===== src/rtl/fetch_pkg.sv =====
// Shared types and constants for the instruction fetch stage.
package fetch_pkg;

  localparam int unsigned XLEN = 64;
  localparam int unsigned ILEN = 32;
  localparam logic [XLEN-1:0] RESET_PC = 64'h8000_0000;

  typedef struct packed {
    logic [XLEN-1:0] pc;
    logic [ILEN-1:0] raw_instr;
  } fetch_data_t;

  typedef struct packed {
    logic            valid;
    logic [XLEN-1:0] target;
  } redirect_t;

  // mret > jr > jump > branch; targets are word aligned
  function automatic redirect_t select_redirect(
    input logic            is_mret,
    input logic [XLEN-1:0] mepc,
    input logic            jr,
    input logic [XLEN-1:0] pcjr,
    input logic            jump,
    input logic [XLEN-1:0] pcjump,
    input logic            branch_taken,
    input logic [XLEN-1:0] pcbranch
  );
    redirect_t       r;
    logic [XLEN-1:0] t;
    if (is_mret)   t = mepc;
    else if (jr)   t = pcjr;
    else if (jump) t = pcjump;
    else           t = pcbranch;
    r.valid  = is_mret | jr | jump | branch_taken;
    r.target = t & ~XLEN'(3);
    return r;
  endfunction

endpackage


===== src/rtl/fetch_fifo.sv =====
// Synchronous FIFO with flush and occupancy count; pointers carry an extra wrap bit.
module fetch_fifo #(
  parameter int unsigned WIDTH = 96,
  parameter int unsigned DEPTH = 4
) (
  input  logic                     clk,
  input  logic                     rst_n,
  input  logic                     flush_i,
  input  logic                     push_i,
  input  logic [WIDTH-1:0]         wdata_i,
  input  logic                     pop_i,
  output logic [WIDTH-1:0]         rdata_o,
  output logic                     empty_o,
  output logic [$clog2(DEPTH):0]   count_o
);

  localparam int unsigned AW = $clog2(DEPTH);

  logic [AW:0]      wr_ptr_q, wr_ptr_d;
  logic [AW:0]      rd_ptr_q, rd_ptr_d;
  logic [WIDTH-1:0] mem_q [DEPTH];
  logic             full;
  logic             do_push;
  logic             do_pop;

  assign empty_o = (wr_ptr_q == rd_ptr_q);
  assign full    = (wr_ptr_q[AW] != rd_ptr_q[AW]) &&
                   (wr_ptr_q[AW-1:0] == rd_ptr_q[AW-1:0]);
  assign do_pop  = pop_i & ~empty_o;
  // a pop in the same cycle frees the slot for a push at full
  assign do_push = push_i & (~full | do_pop);
  assign count_o = wr_ptr_q - rd_ptr_q;
  assign rdata_o = mem_q[rd_ptr_q[AW-1:0]];

  always_comb begin
    wr_ptr_d = wr_ptr_q;
    rd_ptr_d = rd_ptr_q;
    if (flush_i) begin
      wr_ptr_d = '0;
      rd_ptr_d = '0;
    end else begin
      if (do_push) wr_ptr_d = wr_ptr_q + (AW+1)'(1);
      if (do_pop)  rd_ptr_d = rd_ptr_q + (AW+1)'(1);
    end
  end

  always_ff @(posedge clk or negedge rst_n) begin
    if (!rst_n) begin
      wr_ptr_q <= '0;
      rd_ptr_q <= '0;
    end else begin
      wr_ptr_q <= wr_ptr_d;
      rd_ptr_q <= rd_ptr_d;
    end
  end

  always_ff @(posedge clk or negedge rst_n) begin
    if (!rst_n) begin
      for (int unsigned i = 0; i < DEPTH; i++) mem_q[i] <= '0;
    end else if (do_push && !flush_i) begin
      mem_q[wr_ptr_q[AW-1:0]] <= wdata_i;
    end
  end

endmodule


===== src/rtl/fetch_unit.sv =====
// Fetch stage: owns the PC, issues credit-limited instruction reads and buffers
// responses for decode; redirects flush the buffer and drop in-flight responses.
module fetch_unit #(
  parameter logic [63:0] RESET_PC        = fetch_pkg::RESET_PC,
  parameter int unsigned FIFO_DEPTH      = 4,
  parameter int unsigned MAX_OUTSTANDING = 2
) (
  input  logic        clk,
  input  logic        reset,
  input  logic        branch_taken,
  input  logic [63:0] pcbranch,
  input  logic        jump,
  input  logic [63:0] pcjump,
  input  logic        jr,
  input  logic [63:0] pcjr,
  input  logic        is_mret,
  input  logic [63:0] mepc,
  output logic        ireq_valid,
  output logic [63:0] ireq_addr,
  input  logic        ireq_ready,
  input  logic        iresp_valid,
  input  logic [31:0] iresp_data,
  output logic        f_valid,
  output logic [63:0] f_pc,
  output logic [31:0] f_raw_instr,
  input  logic        f_ready
);
  import fetch_pkg::*;

  localparam int unsigned CW = $clog2(FIFO_DEPTH) + 1;
  localparam int unsigned OW = $clog2(MAX_OUTSTANDING) + 1;
  localparam int unsigned DW = $bits(fetch_data_t);

  redirect_t       redir;
  fetch_data_t     ib_wdata, ib_rdata;
  logic [XLEN-1:0] pc_q, pc_d;
  logic [XLEN-1:0] pend_target_q, pend_target_d;
  logic [XLEN-1:0] rq_pc;
  logic            ireq_valid_q, ireq_valid_d;
  logic            pend_q, pend_d;
  logic [OW-1:0]   drop_cnt_q, drop_cnt_d;
  logic [OW-1:0]   outstanding, out_next;
  logic [CW-1:0]   ib_count, ib_count_next;
  logic            hs, held, resp_ok, resp_drop;
  logic            ib_push, ib_pop, ib_empty, rq_empty, credit_ok;

  assign redir = select_redirect(is_mret, mepc, jr, pcjr, jump, pcjump,
                                 branch_taken, pcbranch);

  assign hs   = ireq_valid_q & ireq_ready;
  assign held = ireq_valid_q & ~ireq_ready;
  // a response with nothing in flight is stale (e.g. issued before reset)
  assign resp_ok   = iresp_valid & ~rq_empty;
  assign resp_drop = redir.valid | (drop_cnt_q != '0);
  assign ib_push   = resp_ok & ~resp_drop;
  assign ib_pop    = ~ib_empty & f_ready;

  assign out_next      = outstanding + OW'(hs) - OW'(resp_ok);
  assign ib_count_next = redir.valid ? '0 : ib_count + CW'(ib_push) - CW'(ib_pop);
  assign credit_ok     = (32'(out_next) < MAX_OUTSTANDING) &&
                         (32'(out_next) + 32'(ib_count_next) < FIFO_DEPTH);

  assign ib_wdata.pc        = rq_pc;
  assign ib_wdata.raw_instr = iresp_data;

  // Address of every accepted request, popped by its in-order response
  fetch_fifo #(.WIDTH(XLEN), .DEPTH(MAX_OUTSTANDING)) u_req_q (
    .clk     (clk),
    .rst_n   (reset),
    .flush_i (1'b0),
    .push_i  (hs),
    .wdata_i (pc_q),
    .pop_i   (resp_ok),
    .rdata_o (rq_pc),
    .empty_o (rq_empty),
    .count_o (outstanding)
  );

  fetch_fifo #(.WIDTH(DW), .DEPTH(FIFO_DEPTH)) u_ibuf (
    .clk     (clk),
    .rst_n   (reset),
    .flush_i (redir.valid),
    .push_i  (ib_push),
    .wdata_i (ib_wdata),
    .pop_i   (ib_pop),
    .rdata_o (ib_rdata),
    .empty_o (ib_empty),
    .count_o (ib_count)
  );

  always_comb begin
    pc_d          = pc_q;
    pend_d        = pend_q;
    pend_target_d = pend_target_q;
    drop_cnt_d    = drop_cnt_q;
    if (resp_ok && drop_cnt_q != '0) drop_cnt_d = drop_cnt_q - OW'(1);
    if (hs) begin
      if (pend_q) begin
        pc_d       = pend_target_q;
        pend_d     = 1'b0;
        drop_cnt_d = drop_cnt_d + OW'(1);
      end else begin
        pc_d = pc_q + XLEN'(4);
      end
    end
    // every request still in flight after this cycle belongs to the old path
    if (redir.valid) begin
      drop_cnt_d = out_next;
      if (held) begin
        pend_d        = 1'b1;
        pend_target_d = redir.target;
      end else begin
        pc_d   = redir.target;
        pend_d = 1'b0;
      end
    end
    ireq_valid_d = held | credit_ok;
  end

  always_ff @(posedge clk or negedge reset) begin
    if (!reset) begin
      pc_q          <= RESET_PC;
      ireq_valid_q  <= 1'b0;
      pend_q        <= 1'b0;
      pend_target_q <= '0;
      drop_cnt_q    <= '0;
    end else begin
      pc_q          <= pc_d;
      ireq_valid_q  <= ireq_valid_d;
      pend_q        <= pend_d;
      pend_target_q <= pend_target_d;
      drop_cnt_q    <= drop_cnt_d;
    end
  end

  assign ireq_valid  = ireq_valid_q;
  assign ireq_addr   = pc_q;
  assign f_valid     = ~ib_empty;
  assign f_pc        = ib_rdata.pc;
  assign f_raw_instr = ib_rdata.raw_instr;

endmodule


===== config.mk =====
export PLATFORM = sky130hd
export DESIGN_NAME = fetch_unit
export DESIGN_NICKNAME = d
export VERILOG_FILES = /design/src/rtl/fetch_pkg.sv /design/src/rtl/fetch_fifo.sv /design/src/rtl/fetch_unit.sv
export SDC_FILE = /design/constraint.sdc
export NUM_CORES = 1
export LEC_CHECK = 0
export BUFFER_PORTS_ARGS = -buffer_cell sky130_fd_sc_hd__buf_2
export CAP_MARGIN = 10
export CORE_MARGIN = 2
export CORE_UTILIZATION = 40
export DETAILED_ROUTE_END_ITERATION = 6
export PLACE_DENSITY = 0.61
export SETUP_SLACK_MARGIN = 0.5
export SLEW_MARGIN = 20
export SYNTH_ARGS = -nofsm -noshare
export SYNTH_HDL_FRONTEND = slang
export SYNTH_SLANG_ARGS = --single-unit

===== constraint.sdc =====
create_clock -name clk -period 6.9 [get_ports clk]
set_input_delay 1.035 -clock clk [delete_from_list [all_inputs] [get_ports clk]]
set_output_delay 1.035 -clock clk [all_outputs]
set_load 0.02 [all_outputs]

Word level (Yosys, flattened, before mapping)
Index checks and enable logic that the tools add are counted.
{ "classes": {"n_addsub": 14, "magnitude_cmp": 8, "n_eq_ne": 6, "mux": 31, "bitwise_logic": 26, "reduce_logical": 13} }
{ "ops": {"columns": ["cell", "n"], "rows": [
  ["two-way mux 64 bit", 11],
  ["bitwise mux 384 bit", 1],
  ["two-way mux 96 bit", 3],
  ["binary-select mux 96 bit (select 2 bit)", 1],
  ["demux 96 bit (select 2 bit)", 1],
  ["bitwise mux 128 bit", 1],
  ["adder 64 x 3 -> 64 bit, second input constant", 1],
  ["demux 64 bit (select 1 bit)", 1],
  ["two-way mux 3 bit", 5],
  ["AND 1 bit", 9],
  ["two-way mux 2 bit", 4],
  ["nonzero test 2 bit", 4],
  ["logical AND 1 bit", 7],
  ["bitwise OR 1 bit", 7],
  ["adder 2 x 1 -> 2 bit, second input constant", 3],
  ["adder 3 x 1 -> 3 bit, second input constant", 2],
  ["greater-or-equal comparator 3 bit, second input constant", 2],
  ["inverter 1 bit", 6],
  ["inverter 2 -> 3 bit", 2],
  ["adder 2 x 3 -> 4 bit", 1],
  ["equality test 2 bit", 2],
  ["greater-or-equal comparator 2 bit, second input constant", 2],
  ["< comparator 4 x 3 -> 1 bit, second input constant", 1],
  ["inverter 1 -> 2 bit", 2],
  ["16 further kinds", 19]
]} }
{ "totals": {"reg_bits": 652, "in_bits": 297, "out_inout_bits": 162, "wordCells": 113} }

Depth between registers and ports, before layout
{ "depth": {"word_depth": 13, "mapped_depth": 13, "mapped_depth_nobuf": 12} }

Cells and area by module
From an unflattened synthesis, not the netlist that was laid out.
{ "unflattened": {"hier_cells": 2518, "hier_area_um2": 32715.1} }
{ "by_module_without_submodules": {"columns": ["module", "instances", "cells_each", "area_each_um2"], "rows": [
  ["fetch_fifo (u_ibuf)", 1, 985, 17081.4],
  ["fetch_unit", 1, 1160, 9574.2],
  ["fetch_fifo (u_req_q)", 1, 373, 6059.6]
]} }

Worst setup path before layout
OpenSTA, ideal clock, no wires.
{ "synth_timing": {"path_type": "input-to-reg", "from": "input port jr", "to": "register ireq_valid_q, in the netlist ireq_valid", "arrival_time_ps": 3901, "path_slack_ps": 2904, "path_stages": 12, "path_buffers": 2, "path_cell_list": "clkbuf_1 -> or4_1 -> buf_2 -> a2111oi_4 -> fa_1 -> fa_1 -> ha_1 -> and2_1 -> ha_1 -> nand3_1 -> a21oi_1 -> o31ai_1"} }
{ "synth_via": {"elab_chain_cells": 13} }
{ "synth_rtl": {"columns": ["element", "line_no", "rtl"], "rows": [
  ["start: declaration", "fetch_unit.sv:14", "input logic jr,"],
  ["bitwise OR 1 bit (*) (3 in series)", "fetch_pkg.sv:35", "r.valid = is_mret | jr | jump | branch_taken;"],
  ["bitwise OR 1 bit", "fetch_unit.sv:54", "assign resp_drop = redir.valid | (drop_cnt_q != '0);"],
  ["inverter 1 bit", "fetch_unit.sv:55", "assign ib_push = resp_ok & ~resp_drop;"],
  ["AND 1 bit", "fetch_unit.sv:55", null],
  ["adder 3 x 1 -> 3 bit", "fetch_unit.sv:59", "assign ib_count_next = redir.valid ? '0 : ib_count + CW'(ib_push) - CW'(ib_pop);"],
  ["subtractor 3 x 1 -> 3 bit", "fetch_unit.sv:59", null],
  ["two-way mux 3 bit (*)", "fetch_unit.sv:59", null],
  ["adder 2 x 3 -> 4 bit (*)", "fetch_unit.sv:61", "(32'(out_next) + 32'(ib_count_next) < FIFO_DEPTH);"],
  ["< comparator 4 x 3 -> 1 bit (*)", "fetch_unit.sv:61", null],
  ["logical AND 1 bit (*)", "fetch_unit.sv:60", "assign credit_ok = (32'(out_next) < MAX_OUTSTANDING) &&"],
  ["bitwise OR 1 bit (*)", "fetch_unit.sv:117", "ireq_valid_d = held | credit_ok;"],
  ["named net ireq_valid_d", "fetch_unit.sv:39", "logic ireq_valid_q, ireq_valid_d;"],
  ["end signal: assignment", "fetch_unit.sv:129", "ireq_valid_q <= ireq_valid_d;"],
  ["end: declaration", "fetch_unit.sv:39", null]
]} }
The timed path passes the listed nets; every way through them passes the cells marked *.
A chain may end at the register's enable or synchronous reset.

Worst setup path in the final report
{ "layout_timing": {"from": "input port is_mret", "to": "register ireq_valid_q, in the netlist ireq_valid"} }
{ "layout_via": {"elab_chain_cells": 13} }
{ "layout_rtl": {"columns": ["element", "line_no", "rtl"], "rows": [
  ["start: declaration", "fetch_unit.sv:16", "input logic is_mret,"],
  ["bitwise OR 1 bit (*) (3 in series)", "fetch_pkg.sv:35", null],
  ["bitwise OR 1 bit", "fetch_unit.sv:54", null],
  ["inverter 1 bit", "fetch_unit.sv:55", null],
  ["AND 1 bit", "fetch_unit.sv:55", null],
  ["adder 3 x 1 -> 3 bit", "fetch_unit.sv:59", null],
  ["subtractor 3 x 1 -> 3 bit", "fetch_unit.sv:59", null],
  ["two-way mux 3 bit (*)", "fetch_unit.sv:59", null],
  ["adder 2 x 3 -> 4 bit (*)", "fetch_unit.sv:61", null],
  ["< comparator 4 x 3 -> 1 bit (*)", "fetch_unit.sv:61", null],
  ["logical AND 1 bit (*)", "fetch_unit.sv:60", null],
  ["bitwise OR 1 bit (*)", "fetch_unit.sv:117", null],
  ["named net ireq_valid_d", "fetch_unit.sv:39", null]
]} }
Marks and branches as above.

==> metrics.cfg <==
[floorplan]
die_h_um=289.0
row_count=104
io_pins=459
die_w_um=289.0
start_util=0.4041
fp.dieArea_sq_mm=0.08354
coreArea_sq_mm=0.08042

[timing]
fin_skew_ns=0.03150
fin_crit_sh=0.6255
setup_violations=0
worst_hold_slack_ns=0.2883
rsz0062_at_grt=no
drv_slew=0
maxSlewHeadroom=0.2647
hold_viol=0
tns_ns=0
period_needed_ns=4.316
fmax_mhz=231.7
tightest_slew_ns=1.099
worst_slack_ns=2.584

[synth]
synth-main-ff-cell=dfrtp_1
netlist_top_cells_count=dfrtp_1 (651), mux2_2 (434), nand2_1 (147)
yosys_warnings=0
yosysUniqueCellTypes=72
netlist_area_sq_mm=0.03250
synthArstFlopShare=1.000
netlist_instances=2561
ys_seq_area_frac=0.5021
synth.largest_area_cell=dfrtp_1
synth_top_area_share=0.5013
synth_area_leaders=dfrtp_1 (50%), mux2_2 (15%), mux4_2 (6.7%), mux2_1 (4.2%), mux2i_1 (3.2%)
synth-edff-count=0
synth-seq-cells=652
syn_avg_cell_area_sq_um=12.69
synth_fp_nets=2872
synth.most_common_cell=dfrtp_1

[clock_network]
numCtsBuffers=72
clk-insertion-delay-late_ns=0.62
ctsHoldBuffers=0
cts_sinks=652
clk_pin_slew_ns=0.06
h-tree-depth=3
cts_setup_buffers=0
cts_root_buf=clkbuf_16
cts_resized=0
cts_max_path_buffers=3
cts_tree=done

[min_path]
hp-class=in -> async

[final_layout]
drive_gt1_frac=0.3997
num-fill-cells=7219
fin_nets=3230
final_util=0.4718
syn2layout_area_growth_pct=16.76

[grt]
grt_max_degree=183
grt_pass1_vias=23520
grt_use_total=0.2242
overflow=0
antenna_found_initial=5
grt_pass1_wl_mm=143.3

[flow_run]
maxCapViolCount=0

[setup_path]
criticalPathCategory=in -> reg
cp_max_fo=45
crit_arrival_ns=4.82
end_kind=flop
worst_ep_required_time_ns=7.41
rr_worst_depth=11
worstSetupStartpointType=input pin

[drt]
drt_iter0_markers=1575
finalWirelength_mm=94.44
drt-wirelength-per-cell_um=23.40
drc=0
via_count=22700
drtPass1Iterations=5
ant_nets=0
viasPerCell=5.625

[place]
post-dp-hpwl_mm=64.18
routabilityCongestion=1.076
dp_slack_ns=1.967
portBuffers=450

[run_status]
status=complete, no violations

[power_and_ir_drop]
power_leakage_nw=17.90
ir_drop_mv=0.1957
power.density_mw_per_mm2=372.3

[worst max-delay path, stage by stage]
cell and delay (ns):
buf_2 0.36, or4_1 0.91, a2111oi_4 0.67, fa_1 0.30, fa_1 0.43, ha_1 0.30, and2_1 0.14, ha_1 0.27
nand3_1 0.08, a21oi_1 0.06, o31ai_1 0.25
[placed cells by master (no fill, tap or decap), drive strengths merged, types with 7 or more instances in the layout]
cell type and instances:
a211o 7, a211oi 28, a21oi 112, a311oi 17, a31oi 12, and2 11, and3 31, and4 16
buf 485, clkbuf 97, clkinv 18, dfrtp 651, ha 11, inv 34, mux2 584, mux2i 104
mux4 96, nand2 147, nand2b 8, nand3 36, nand4 34, nor2 104, nor2b 22, nor3 31
nor4 16, o211ai 18, o21a 12, o21ai 98, o221ai 8, o31ai 17, or2 7, or3 11
xnor2 16, xor2 8
[cell families after synthesis]
logic type	after synthesis	synth area share
xor gates and xnor gates	24	0.006468
buffers and inverters	231	0.03461
muxes	784	0.3044
adders and majority gates	14	0.006083
AOI/OAI and AO/OA	366	0.07127
DFF	652	0.5021
and+or+nand+nor	490	0.07504
[cell type report]
| cell class | instances | area (sq um) | share of cell area |
|---|---|---|---|
| Sequential cell | 652 | 16330 | 0.4304 |
| Multi-Input combinational cell | 1678 | 15120 | 0.3986 |
| Timing Repair Buffer | 485 | 2683 | 0.07070 |
| Clock buffer | 97 | 2038 | 0.05372 |
| Tap cell | 1060 | 1326 | 0.03495 |
| Clock inverter | 30 | 322.8 | 0.008508 |
| Inverter | 30 | 112.6 | 0.002968 |
| Antenna cell | 3 | 7.507 | 0.0001979 |
[report_power, final]
part           internal [mW]  switching, mW  total [mW]
sequential              4.75          0.897        5.65
combinational           1.93           2.69        4.62
clock                   2.27           1.58        3.85
[stage by stage]
step,instances,area [sq um],total power [mW]
2_1_floorplan,2561,32500,8.514
3_5_place_dp,3902,35500,10.33
6_report,4035,37940,14.13
3_3_place_gp,3902,35500,10.11
5_1_grt,4032,37940,14.89
4_1_cts,4029,37860,14.24
[routing by layer]
layer	wire length, um	vias up	global-route usage
met2	46100	737	0.3739
met4	3016	2	0.08003
met3	5093	153	0.03890
met1	40210	11620	0.2944
met5	13	-	0
li1	-	10190	-
[final timing paths]
path                                            endpoint  slack [ns]                           start
hold / removal                   ireq_addr[54]$_DFF_PN0_        0.29                           reset
setup reg to reg                    ireq_valid$_DFF_PN0_        3.42  u_ibuf.rd_ptr_q[0]$_DFFE_PN0P_
hold reg to reg            u_ibuf.mem_q[153]$_DFFE_PN0P_        0.48   u_ibuf.mem_q[153]$_DFFE_PN0P_
min in group clk           u_ibuf.mem_q[153]$_DFFE_PN0P_        0.48   u_ibuf.mem_q[153]$_DFFE_PN0P_
setup / recovery                    ireq_valid$_DFF_PN0_        2.58                         is_mret
max in group asynchronous  u_ibuf.mem_q[309]$_DFFE_PN0P_        4.79                           reset
[registers in the layout (all words and copies together), names as in the netlist]
| register | flops |
|---|---|
| u_ibuf.mem_q | 384 |
| u_req_q.mem_q | 128 |
| ireq_addr | 64 |
| pend_target_q | 62 |
| u_ibuf.rd_ptr_q | 3 |
| u_ibuf.wr_ptr_q | 3 |
| drop_cnt_q | 2 |
| u_req_q.rd_ptr_q | 2 |
| u_req_q.wr_ptr_q | 2 |
| ireq_valid | 1 |
| pend_q | 1 |
Note: power is estimated with default switching activity, not from simulation.
